$ cat config.mk
export PLATFORM = sky130hd
export DESIGN_NAME = screen_phase_ctrl
export DESIGN_NICKNAME = d
export VERILOG_FILES = /design/src/rtl/screen_phase_pkg.sv /design/src/rtl/screen_phase_ctrl_frame_down_counter.sv /design/src/rtl/screen_phase_ctrl.sv
export SDC_FILE = /design/constraint.sdc
export NUM_CORES = 1
export LEC_CHECK = 0
export ABC_AREA = 1
export CORE_MARGIN = 5
export CORE_UTILIZATION = 40
export CTS_CLUSTER_DIAMETER = 80
export DETAILED_ROUTE_END_ITERATION = 6
export SYNTH_ARGS = -nofsm -noshare
export SYNTH_HDL_FRONTEND = slang
export SYNTH_SLANG_ARGS = --single-unit
export TNS_END_PERCENT = 5
$ cat constraint.sdc
create_clock -name clk -period 3.1 [get_ports clk]
set_input_delay 0.62 -clock clk [delete_from_list [all_inputs] [get_ports clk]]
set_output_delay 0.62 -clock clk [all_outputs]
set_load 0.02 [all_outputs]
$ cat src/rtl/screen_phase_pkg.sv
// Shared phase encoding and layer-enable map for screen_phase_ctrl.
// Defining SCREEN_PAUSE_EN widens phase_t by one bit to add the PAUSE state.
package screen_phase_pkg;

`ifdef SCREEN_PAUSE_EN
    localparam int unsigned PHASE_W = 3;
`else
    localparam int unsigned PHASE_W = 2;
`endif

    typedef enum logic [PHASE_W-1:0] {
        TITLE     = PHASE_W'(0),
        PLAY      = PHASE_W'(1),
        HIT_FLASH = PHASE_W'(2),
`ifdef SCREEN_PAUSE_EN
        GAME_OVER = PHASE_W'(3),
        PAUSE     = PHASE_W'(4)
`else
        GAME_OVER = PHASE_W'(3)
`endif
    } phase_t;

    // Bit positions inside layerEnable, highest mux priority first.
    localparam int unsigned L_SPACESHIP  = 7;
    localparam int unsigned L_MONSTER_HP = 6;
    localparam int unsigned L_HP         = 5;
    localparam int unsigned L_HP2        = 4;
    localparam int unsigned L_BANANA     = 3;
    localparam int unsigned L_PROJECTILE = 2;
    localparam int unsigned L_SHIELD     = 1;
    localparam int unsigned L_BG         = 0;

    localparam logic [7:0] LAYERS_ALL  = 8'hFF;
    localparam logic [7:0] LAYERS_BG   = 8'h01;
    localparam logic [7:0] LAYERS_NONE = 8'h00;

    function automatic int unsigned max_u(input int unsigned a, input int unsigned b);
        return (a > b) ? a : b;
    endfunction

endpackage

$ cat src/rtl/screen_phase_ctrl_frame_down_counter.sv
// Frame-tick down counter: load a start value, decrement on tick, hold at zero.
module frame_down_counter #(
    parameter int unsigned W = 8
) (
    input  logic         clk,
    input  logic         resetN,
    input  logic         load,
    input  logic [W-1:0] load_value,
    input  logic         tick,
    output logic         zero_c
);

    logic [W-1:0] value;

    // Load wins over tick so an entry cycle never also consumes a frame.
    always_ff @(posedge clk or negedge resetN) begin
        if (!resetN) begin
            value <= '0;
        end else if (load) begin
            value <= load_value;
        end else if (tick && (value != '0)) begin
            value <= value - W'(1);
        end
    end

    assign zero_c = (value == '0);

endmodule

$ cat src/rtl/screen_phase_ctrl.sv
// Game-phase sequencer TITLE -> PLAY -> HIT_FLASH -> GAME_OVER driving compositor layer enables.
// Optional SCREEN_PAUSE_EN adds a PAUSE state toggled by pauseKey edges.
module screen_phase_ctrl
    import screen_phase_pkg::*;
#(
    parameter int unsigned FLASH_FRAMES = 60,
    parameter int unsigned BLINK_FRAMES = 8,
    parameter int unsigned OVER_FRAMES  = 120
) (
    input  logic               clk,
    input  logic               resetN,
    input  logic               startOfFrame,
    input  logic               startKey,
    input  logic               playerHit,
    input  logic               playerDead,
    input  logic               monstersDead,
    input  logic               pauseKey,
    output logic [7:0]         layerEnable,
    output logic               gameOver,
    output logic               winFlag,
    output logic               newGame,
    output logic [PHASE_W-1:0] phase
);

    localparam int unsigned CNT_W = $clog2(max_u(FLASH_FRAMES, OVER_FRAMES) + 1);
    localparam int unsigned BLK_W = $clog2(BLINK_FRAMES + 1);
    localparam logic [CNT_W-1:0] CNT_FLASH  = CNT_W'(FLASH_FRAMES - 1);
    localparam logic [CNT_W-1:0] CNT_OVER   = CNT_W'(OVER_FRAMES - 1);
    localparam logic [BLK_W-1:0] BLK_RELOAD = BLK_W'(BLINK_FRAMES - 1);

    phase_t           state, state_nx;
    logic             start_s, start_q, start_edge;
    logic             dead;
    logic             blink, blink_nx;
    logic             win_nx, new_game_nx;
    logic [7:0]       layer_nx;
    logic             cnt_load, cnt_tick, cnt_zero;
    logic [CNT_W-1:0] cnt_value;
    logic             blk_load, blk_tick, blk_zero;

    assign start_edge = start_s & ~start_q;
    assign dead       = playerDead | monstersDead;
    assign phase      = state;

`ifdef SCREEN_PAUSE_EN
    logic   pause_s, pause_q, pause_edge;
    phase_t saved_state;
    assign pause_edge = pause_s & ~pause_q;
`else
    logic unused_pause;
    assign unused_pause = pauseKey;
`endif

    frame_down_counter #(.W(CNT_W)) u_cnt (
        .clk        (clk),
        .resetN     (resetN),
        .load       (cnt_load),
        .load_value (cnt_value),
        .tick       (cnt_tick),
        .zero_c     (cnt_zero)
    );

    frame_down_counter #(.W(BLK_W)) u_blk (
        .clk        (clk),
        .resetN     (resetN),
        .load       (blk_load),
        .load_value (BLK_RELOAD),
        .tick       (blk_tick),
        .zero_c     (blk_zero)
    );

    // Next-phase decision; priority is death > hit > frame tick.
    always_comb begin
        state_nx    = state;
        cnt_load    = 1'b0;
        cnt_value   = CNT_FLASH;
        cnt_tick    = 1'b0;
        blk_load    = 1'b0;
        blk_tick    = 1'b0;
        blink_nx    = blink;
        win_nx      = winFlag;
        new_game_nx = 1'b0;
        case (state)
            TITLE: begin
                if (start_edge) begin
                    state_nx    = PLAY;
                    new_game_nx = 1'b1;
                end
            end
            PLAY, HIT_FLASH: begin
                if (dead) begin
                    state_nx  = GAME_OVER;
                    cnt_load  = 1'b1;
                    cnt_value = CNT_OVER;
                    win_nx    = monstersDead & ~playerDead;
                end else if (state == PLAY) begin
                    if (playerHit) begin
                        state_nx = HIT_FLASH;
                        cnt_load = 1'b1;
                        blk_load = 1'b1;
                        blink_nx = 1'b0;
                    end
                end else begin
                    // A repeat hit restarts the flash but leaves the blink cadence alone.
                    if (playerHit) begin
                        cnt_load = 1'b1;
                    end else begin
                        cnt_tick = startOfFrame;
                        if (startOfFrame && cnt_zero) state_nx = PLAY;
                    end
                    if (startOfFrame) begin
                        if (blk_zero) begin
                            blk_load = 1'b1;
                            blink_nx = ~blink;
                        end else begin
                            blk_tick = 1'b1;
                        end
                    end
                end
            end
            GAME_OVER: begin
                cnt_tick = startOfFrame;
                if (start_edge && cnt_zero) begin
                    state_nx    = PLAY;
                    new_game_nx = 1'b1;
                end
            end
`ifdef SCREEN_PAUSE_EN
            PAUSE: begin
                if (pause_edge) state_nx = saved_state;
            end
`endif
        endcase

`ifdef SCREEN_PAUSE_EN
        // Entering PAUSE cancels everything else this cycle so counters freeze exactly.
        if ((state == PLAY || state == HIT_FLASH) && !dead && pause_edge) begin
            state_nx = PAUSE;
            cnt_load = 1'b0;
            cnt_tick = 1'b0;
            blk_load = 1'b0;
            blk_tick = 1'b0;
            blink_nx = blink;
        end
`endif

        case (state_nx)
            TITLE:     layer_nx = LAYERS_BG;
            PLAY:      layer_nx = LAYERS_ALL;
            HIT_FLASH: begin
                layer_nx              = LAYERS_ALL;
                layer_nx[L_SPACESHIP] = blink_nx;
            end
            GAME_OVER: layer_nx = LAYERS_NONE;
            default:   layer_nx = layerEnable;
        endcase
    end

    always_ff @(posedge clk or negedge resetN) begin
        if (!resetN) begin
            state       <= TITLE;
            layerEnable <= LAYERS_BG;
            gameOver    <= 1'b0;
            winFlag     <= 1'b0;
            newGame     <= 1'b0;
            blink       <= 1'b0;
            start_s     <= 1'b0;
            start_q     <= 1'b0;
`ifdef SCREEN_PAUSE_EN
            pause_s     <= 1'b0;
            pause_q     <= 1'b0;
            saved_state <= PLAY;
`endif
        end else begin
            state       <= state_nx;
            layerEnable <= layer_nx;
            gameOver    <= (state_nx == GAME_OVER);
            winFlag     <= win_nx;
            newGame     <= new_game_nx;
            blink       <= blink_nx;
            start_s     <= startKey;
            start_q     <= start_s;
`ifdef SCREEN_PAUSE_EN
            pause_s     <= pauseKey;
            pause_q     <= pause_s;
            if (state_nx == PAUSE && state != PAUSE) saved_state <= state;
`endif
        end
    end

endmodule

Word-level counts from Yosys, hierarchy flattened

Index checks and enable logic that the tools add are counted.

Reductions and logical operators: 14
Div/mod/pow operators: 0
Shift-type cells: 0
$add $sub $neg: 2
Magnitude comparators: 0
Multipliers: 0
Equal/unequal tests: 6
Bitwise logic cells: 6
Multiplexer cells: 41

Operators with widths:

| kind                | count |
|---|---|
| $pmux 8 s4          | 1 |
| $mux 7              | 4 |
| $mux 1              | 24 |
| $mux 2              | 7 |
| $eq 2x2->1 const B  | 4 |
| $mux 4              | 2 |
| $logic_not 7->1     | 1 |
| $reduce_bool 7->1   | 1 |
| $sub 7x1->7 const B | 1 |
| $pmux 2 s3          | 1 |
| $eq 2x1->1 const B  | 2 |
| $logic_and 1x1->1   | 4 |
| $logic_not 2->1     | 2 |
| $logic_not 4->1     | 1 |
| $pmux 1 s2          | 2 |
| $reduce_bool 2->1   | 2 |
| $reduce_bool 4->1   | 1 |
| $sub 4x1->4 const B | 1 |
| $not 1->1           | 3 |
| $and 1x1->1         | 2 |
| $reduce_and 2->1    | 1 |
| $reduce_or 2->1     | 1 |
| $or 1x1->1          | 1 |

Memory bits (writable): 0
Logic and storage cells: 79
Register bits: 27
Latch bits: 0
Input port bits: 8
Memories: 0
Output and inout port bits: 13
Memory bits (read-only): 0

Longest topological paths before layout

Gate-level depths: netlist (run 1).

Word-level depth: 9
Mapped depth: 15
Mapped depth without buffers: 15

Cells and area by module

A second synthesis (run 1) with hierarchy kept.

Cell total of the unflattened synthesis: 221
Area, all modules: 1,535.2 µm²

Modules (own cells, without submodules):

| module                     | cells each | area an instance (µm²) | times used |
|---|---|---|---|
| screen_phase_ctrl          | 100        | 754.5                  | 1 |
| frame_down_counter (u_cnt) | 75         | 485.5                  | 1 |
| frame_down_counter (u_blk) | 46         | 295.3                  | 1 |

Worst setup path before layout (run 1)

No wires, ideal clock.

Kind: reg-to-reg
Start: reg state[1], in the netlist phase[1]
End: reg layerEnable[7]
Setup time: 117 ps
Data arrival time: 1,804 ps
Cell stages (with the launch flop): 16
Path slack: 1,179 ps
Clock period less this slack: 1,921 ps
Cell sequence: dfrtp_1 inv_1 ha_1 inv_1 nand2_1 nor2_1 nand2_2 nand2_2 nand2_2 a21oi_4 inv_1 ha_1 inv_1 nor2_1 nand3_1 nand2_1

Elaborated cells between the ends (all ways): 21
Classes of those cells: eq/ne (6); mux (12); reduce/logical (3)

RTL lines:

| item                               | line                                             | RTL |
|---|---|---|
| from (decl)                        | screen_phase_ctrl.sv:31                          | `phase_t state, state_nx;` |
| from (signal assigned)             | screen_phase_ctrl.sv:175                         | `state <= state_nx;` |
| $eq 2x1->1                         | screen_phase_ctrl.sv:83, screen_phase_ctrl.sv:96 |  |
| $mux 2                             | screen_phase_ctrl.sv:96                          | `end else if (state == PLAY) begin` |
| $mux 2                             | screen_phase_ctrl.sv:91                          | `if (dead) begin` |
| $pmux 2 s3 (*)                     | screen_phase_ctrl.sv:83                          | `case (state)` |
| net state_nx[0]                    | screen_phase_ctrl.sv:31                          |  |
| $eq 2x2->1 (tied with other cells) | screen_phase_ctrl.sv:147                         | `case (state_nx)` |
| $pmux 8 s4 (*)                     | screen_phase_ctrl.sv:147                         |  |
| net layer_nx[7]                    | screen_phase_ctrl.sv:36                          | `logic [7:0] layer_nx;` |
| to (signal assigned)               | screen_phase_ctrl.sv:176                         | `layerEnable <= layer_nx;` |
| to (decl)                          | screen_phase_ctrl.sv:18                          | `output logic [7:0] layerEnable,` |

Mark *: on every way through the listed nets, which the timed path passes. The rest lies on a longest branch.
A chain may end at the register's enable or synchronous reset.

Final worst setup path (run 1)

Start: reg state[0], in the netlist phase[0]
End: reg layerEnable[7]

The elaborated chain is that of the path after synthesis.

==> results.yml, run 1 <==
run_status:
  outcome: "complete, no violations"
logic_synthesis:
  synthesis.area_um2: 1340
  ys_async_sr_fraction: 1.00
  synthCells: 172
  synth_edf_count: 0
  synth-compound-area-share: 0.0838
  synthSimpleGateAreaFrac: 0.279
  yosys_warnings: 0
  synth-main-ff-cell: "dfrtp_1"
  synthAdderAreaFrac: 0.0931
  synth_top_family_by_area: "simple AND/OR/NAND/NOR gates"
  avgSynthCellArea_um2: 7.81
  synth.distinct_cells: 27
  synth.mux.area_fraction: 0
  synth_seq_cells: 22
  synth_nets: 190
  synth_seq_area_share: 0.411
  synth-xor-area-share: 0.0130
global_routing:
  busiest_layer: "met2"
  grt_util_met1: 0.149
  grt_pass1_vias: 1020
  grt_usage: 0.124
  antenna_found_initial: 0
  grt_overflow: 0
  grt_max_degree: 23
  grt_pass1_wl_um: 4350
  globalRouteMet2Util: 0.214
  met3_usage: 0.0427
cts:
  cts_hold_buffers: 0
  cts_tree: "done"
  clk_pin_slew_worst_paths_ns: 0.13
  clock_latency_ns: 0.31
  cts.path.max_buffers: 2
  cts_sinks: 22
  cts_buffers: 3
  htree_levels: 1
  cts_root_buf: "clkbuf_4"
  cts_resized: 0
  cts_setup_buffers: 0
place:
  placed_area_um2: 1560
  port_buffers: 19
  place.gp.congestion: 0.784
  hpwl_um: 2000
drt:
  vias: 1082
  postRouteAntennaNets: 0
  drt_iter0_drc: 40
  wirelength_um: 2490
  drc: 0
  wire_per_inst_um: 10.5
  drt_first_pass_iters: 4
  via_per_inst: 4.57
sta:
  finalClockSkew_ns: 0.0166
  hold_viol: 0
  fin_crit_sh: 0.673
  worst_slew_pin_slew_ns: 0.397
  period_minus_slack_ns: 2.09
  drv_slew: 0
  max_freq_ghz: 0.479
  finalSetupViolCount: 0
  maxSlewHeadroom: 0.735
  fin_setup_tns_ns: 0
  rsz0062_at_grt: "no"
critical_path:
  cp_cell_sequence: "inv_1 > ha_1 > inv_1 > nor2_1 > nor2_1 > nand3_1 > nand2_1 > inv_1 > ha_1 > inv_1 > nor2_1 > nand3_1 > nand2_1"
  worst-endpoint-arrival_ns: 2.35
  cp_slowest_stage_delay_ns: 0.47
  r2r_slack_ns: 1.01
  crit_buf_inv: 4
  cpMostUsedCell: "inv_1"
  critPathRequiredTime_ns: 3.37
  start_kind: "register"
  slowest_stage: "dfrtp_1"
  crit_path_max_fanout: 6
  worstSetupPathType: "reg2reg"
  cp-end-kind: "register"
  cp_top_family: "simple AND/OR/NAND/NOR gates"
layout:
  n_antenna_cell: 0
  final_layout_size_suffix_gt1_frac: 0.0995
  flow.area_growth_from_synthesis_pct: 18.9
  final_area_um2: 1600
  fin_nets: 210
floorplan:
  die_w_um: 68.0
  die_y_um: 68.0
  start_util: 0.409
  core_um2: 3280
  dieArea_um2: 4620
  ios: 21
  num_rows: 21
power_and_ir_drop:
  ir_worst_vdd_v: 0.000381
  p_per_area_nw_per_um2: 1020
  finalPower_mw: 1.62
  power_leakage_nw: 0.814
flow_run:
  max_cap_viol_count: 0
min_path:
  min_path_type: "reg2reg"
[synth_stat cells, types with 2 or more instances]
cell type,count,area (um2)
a21oi_1,3,15.0
buf_4,5,37.5
dfrtp_1,21,526
ha_1,10,125
inv_1,31,116
nand2_1,39,146
nand2_2,4,25.0
nand2_4,2,22.5
nand3_1,14,70.1
nor2_1,15,56.3
nor2_2,3,18.8
o211ai_1,2,15.0
o21ai_0,5,25.0
o21ai_1,5,25.0
[worst paths after layout]
check | from | endpoint | depth (start not counted)
max | phase[0]$_DFF_PN0_ | layerEnable[7]$_DFF_PN0_ | 13
min | start_s$_DFF_PN0_ | start_q$_DFF_PN0_ | 0
max reg2reg | phase[0]$_DFF_PN0_ | layerEnable[7]$_DFF_PN0_ | 13
min reg2reg | start_s$_DFF_PN0_ | start_q$_DFF_PN0_ | 0
max in group asynchronous | resetN | layerEnable[0]$_DFF_PN1_ | 2
min in group asynchronous | resetN | u_blk.value[3]$_DFFE_PN0P_ | 2
[cell usage in the layout (no fill, tap or decap), drive strengths merged]
cell,count
nor4,1
inv,32
nand3b,1
xnor2,1
nand2,45
dfrtp,21
buf,1
dfstp,1
o211ai,2
clkdlybuf4s50,19
xor2,1
ha,10
o21bai,1
a21oi,4
nor2,19
nor3,1
o21ai,11
nand3,14
clkinv,1
clkbuf,4
nand4,1
[report_power, final]
group	internal, mW	switching [mW]	leakage, nW	total, mW
Combinational	0.389	0.578	0.541	0.967
Sequential	0.415	0.0805	0.252	0.496
Clock	0.0717	0.0887	0.0210	0.160
Total	0.876	0.747	0.814	1.62
[layer usage]
layer / share of wire / wire (um) / vias up
li1: - / - / 568
met1: 0.45 / 1120 / 502
met2: 0.50 / 1250 / 10
met3: 0.039 / 97 / 2
met4: 0.0056 / 14 / 0
met5: 0 / 0 / -
[cell families after synthesis]
family	Yosys count
simple gates	82
buf+inv	38
flops	22
compound gates	18
fa+ha+maj	10
xor+xnor	2
[sequential cells by signal (all words and copies together), names as in the netlist]
name / count
blink: 1
gameOver: 1
newGame: 1
layerEnable: 3
u_cnt.value: 7
start_s: 1
start_q: 1
u_blk.value: 4
winFlag: 1
phase: 2
[cell type report]
class / instances / area, um2
clock buffer: 4 / 36.3
timing repair buffer: 20 / 198
fill: 315 / 1690
inverter: 33 / 124
multi-input combinational: 112 / 631
sequential: 22 / 552
tap: 46 / 57.6
[stage by stage]
stage | hold WS [ns] | util | setup slack (ns) | instances
floorplan | 0.324 | - | 1.18 | 172
global placement | 0.363 | 0.475 | 0.788 | 233
detailed placement | 0.370 | 0.475 | 0.743 | 233
CTS | 0.399 | 0.486 | 0.951 | 237
global route | 0.425 | 0.486 | 0.765 | 237
finish | 0.393 | 0.486 | 1.01 | 237
Power figures use the tool's default switching activity.
==> run 2, diff against run 1 <==
==> constraint.sdc (replaced) <==
create_clock -name clk -period 1.8 [get_ports clk]
set_input_delay 0.36 -clock clk [delete_from_list [all_inputs] [get_ports clk]]
set_output_delay 0.36 -clock clk [all_outputs]
set_load 0.02 [all_outputs]
==> run 2 against run 1 <==
Sequential share of layout area down 3.4 points. Largest power group unchanged. Fmax up 20%. Setup slack worse by 0.95 ns. Design area up 12%. Sequential power up 74%. Largest cell class unchanged. Register-to-register slack worse by 0.95 ns. Die area unchanged. Non-clock buffer count up 16. Clock-buffer cell count unchanged. Clock power up 74%. Clock skew up 0.0018 ns. Final cell count up 6.8%.
==> results.yml, run 2 (synthesis results as in run 1) <==
run_status:
  outcome: "complete, no violations"
critical_path:
  worst-endpoint-arrival_ns: 1.94
  r2r_slack_ns: 0.07
  crit_path_max_fanout: 4
  start_kind: "register"
  cpMostUsedCell: "nand2_2"
  cp_top_family: "simple AND/OR/NAND/NOR gates"
  cp_cell_sequence: "ha_4 > inv_2 > nand2_2 > nor2_4 > nand2_2 > nand2_2 > nand2_2 > a21oi_4 > inv_2 > ha_1 > inv_1 > nor2_1 > nand3_1 > nand2_1"
  cp-end-kind: "register"
  critPathRequiredTime_ns: 2.01
  cp_slowest_stage_delay_ns: 0.47
  crit_buf_inv: 3
  slowest_stage: "dfrtp_2"
  worstSetupPathType: "reg2reg"
power_and_ir_drop:
  cellInternalPower_mw: 1.76
  netSwitchingPower_mw: 1.44
  switching_share: 0.450
  power_frac_seq: 0.269
  power_leakage_nw: 0.915
  ir_worst_vdd_v: 0.000674
  p_per_area_nw_per_um2: 1800
  power_frac_clock: 0.087
  comb_power_share: 0.644
layout:
  reg_top3: "u_cnt.value (7), u_blk.value (4), layerEnable (3)"
  largest_reg_flops: 7
  flow.area_growth_from_synthesis_pct: 32.6
  n_fill_cell: 314
  fin_cells: 253
  final_area_um2: 1780
  n_antenna_cell: 0
  post-route-util: 0.542
  final_cell_mix: "nand2_1 (37), inv_1 (24), dfrtp_1 (19)"
  regMostFlops: "u_cnt.value"
  final_layout_size_suffix_gt1_frac: 0.261
  fin_nets: 226
  final_common_cell: "nand2_1"
cts:
  cts_tree: "done"
  cts_root_buf: "clkbuf_4"
  cts.path.max_buffers: 2
  htree_levels: 1
  clock_latency_ns: 0.32
  clk_pin_slew_worst_paths_ns: 0.14
  cts_sinks: 22
  cts_hold_buffers: 0
  cts_buffers: 3
drt:
  wirelength_um: 2780
  drt_iter0_drc: 47
  postRouteAntennaNets: 0
  wire_per_inst_um: 11.0
  drt_first_pass_iters: 4
  via_per_inst: 4.60
  vias: 1164
  drc: 0
sta:
  fin_crit_sh: 0.963
  period_minus_slack_ns: 1.73
  maxSlewHeadroom: 0.778
  max_freq_ghz: 0.577
  worst_slew_pin_slew_ns: 0.330
  finalSetupViolCount: 0
  fin_ws_ns: 0.0661
  drv_slew: 0
  hold_viol: 0
  fin_setup_tns_ns: 0
  finalClockSkew_ns: 0.0185
  rsz0062_at_grt: "yes"
floorplan:
  ios: 21
  die_y_um: 68.0
  core_um2: 3280
  num_rows: 21
  dieArea_um2: 4620
  start_util: 0.409
  die_w_um: 68.0
flow_run:
  max_cap_viol_count: 0
place:
  hpwl_um: 2150
  post-place-cells: 248
  place_ws_ns: -0.167
  port_buffers: 19
  placed_area_um2: 1690
  place.gp.congestion: 0.834
min_path:
  min_path_type: "in2async"
global_routing:
  grt_pass1_wl_um: 4600
  antenna_found_initial: 0
  grt_usage: 0.132
  grt_pass1_vias: 1112
  grt_max_degree: 23
  grt_overflow: 0
## run 2: cell count changes in the layout (fill, tap and decap cells not counted), sizes merged
cell / previous run / this run
inv: 32 / 33
dlymetal6s2s: 0 / 3
dlygate4sd2: 0 / 2
clkinv: 1 / 0
buf: 1 / 17
clkdlybuf4s50: 19 / 14
## run 2: layout make-up
cell class | instances | area [um2] | area share
timing repair buffer | 36 | 323 | 0.181
sequential | 22 | 554 | 0.311
tap | 46 | 57.6 | 0.0323
clock buffer | 4 | 36.3 | 0.0204
multi-input combinational | 112 | 684 | 0.384
inverter | 33 | 126 | 0.0709
## run 2: final timing paths
| check | start | endpoint | cells past startpoint |
|---|---|---|---|
| worst max-delay path | phase[0]$_DFF_PN0_ | layerEnable[7]$_DFF_PN0_ | 14 |
| worst min-delay path | resetN | u_blk.value[3]$_DFFE_PN0P_ | 2 |
| worst max register to register | phase[0]$_DFF_PN0_ | layerEnable[7]$_DFF_PN0_ | 14 |
| worst min register to register | start_s$_DFF_PN0_ | start_q$_DFF_PN0_ | 0 |
| max in group asynchronous | resetN | layerEnable[0]$_DFF_PN1_ | 2 |
| min in group clk | start_s$_DFF_PN0_ | start_q$_DFF_PN0_ | 0 |
## run 2: worst reg2reg max path, cell delays in order (launching register included)
cell	delay, ns
dfrtp_2	0.47
ha_4	0.18
inv_2	0.04
nand2_2	0.06
nor2_4	0.13
nand2_2	0.07
nand2_2	0.06
nand2_2	0.06
a21oi_4	0.15
inv_2	0.04
ha_1	0.18
inv_1	0.05
nor2_1	0.04
nand3_1	0.05
nand2_1	0.05
## run 2: power groups by stage
| stage | Combinational [mW] | Clock, mW | Sequential [mW] |
|---|---|---|---|
| final | 2.07 | 0.279 | 0.863 |
| after global routing | 2.33 | 0.315 | 0.890 |
| after CTS | 2.00 | 0.290 | 0.854 |
| after detailed placement | 2.00 | 0 | 0.866 |
| after global placement | 1.95 | 0 | 0.856 |
| after floorplan | 1.19 | 0 | 0.950 |
## run 2: routing by layer
metal / global-route usage / vias to the layer above / part of all wire
met1: 0.150 / 544 / 0.43
met4: 0.0521 / 0 / 0.017
met5: 0 / - / 0
met3: 0.0197 / 5 / 0.034
li1: - / 600 / -
met2: 0.243 / 15 / 0.52
## run 2: through the flow
| stage | hold slack (ns) | power [mW] |
|---|---|---|
| after global placement | 0.361 | 2.80 |
| after detailed placement | 0.366 | 2.87 |
| final | 0.368 | 3.21 |
| after global routing | 0.383 | 3.54 |
| after CTS | 0.378 | 3.15 |
| after floorplan | 0.0644 | 2.14 |
## run 2: timing repair
| item | in CTS | in global routing |
|---|---|---|
| buffers inserted | 0 | 1 |
| hold endpoints to repair | 0 | 0 |
| gates cloned | 0 | 0 |
| pin swaps | 0 | 6 |
| setup endpoints to repair | 3 | 11 |
| gates resized for setup | 3 | 19 |
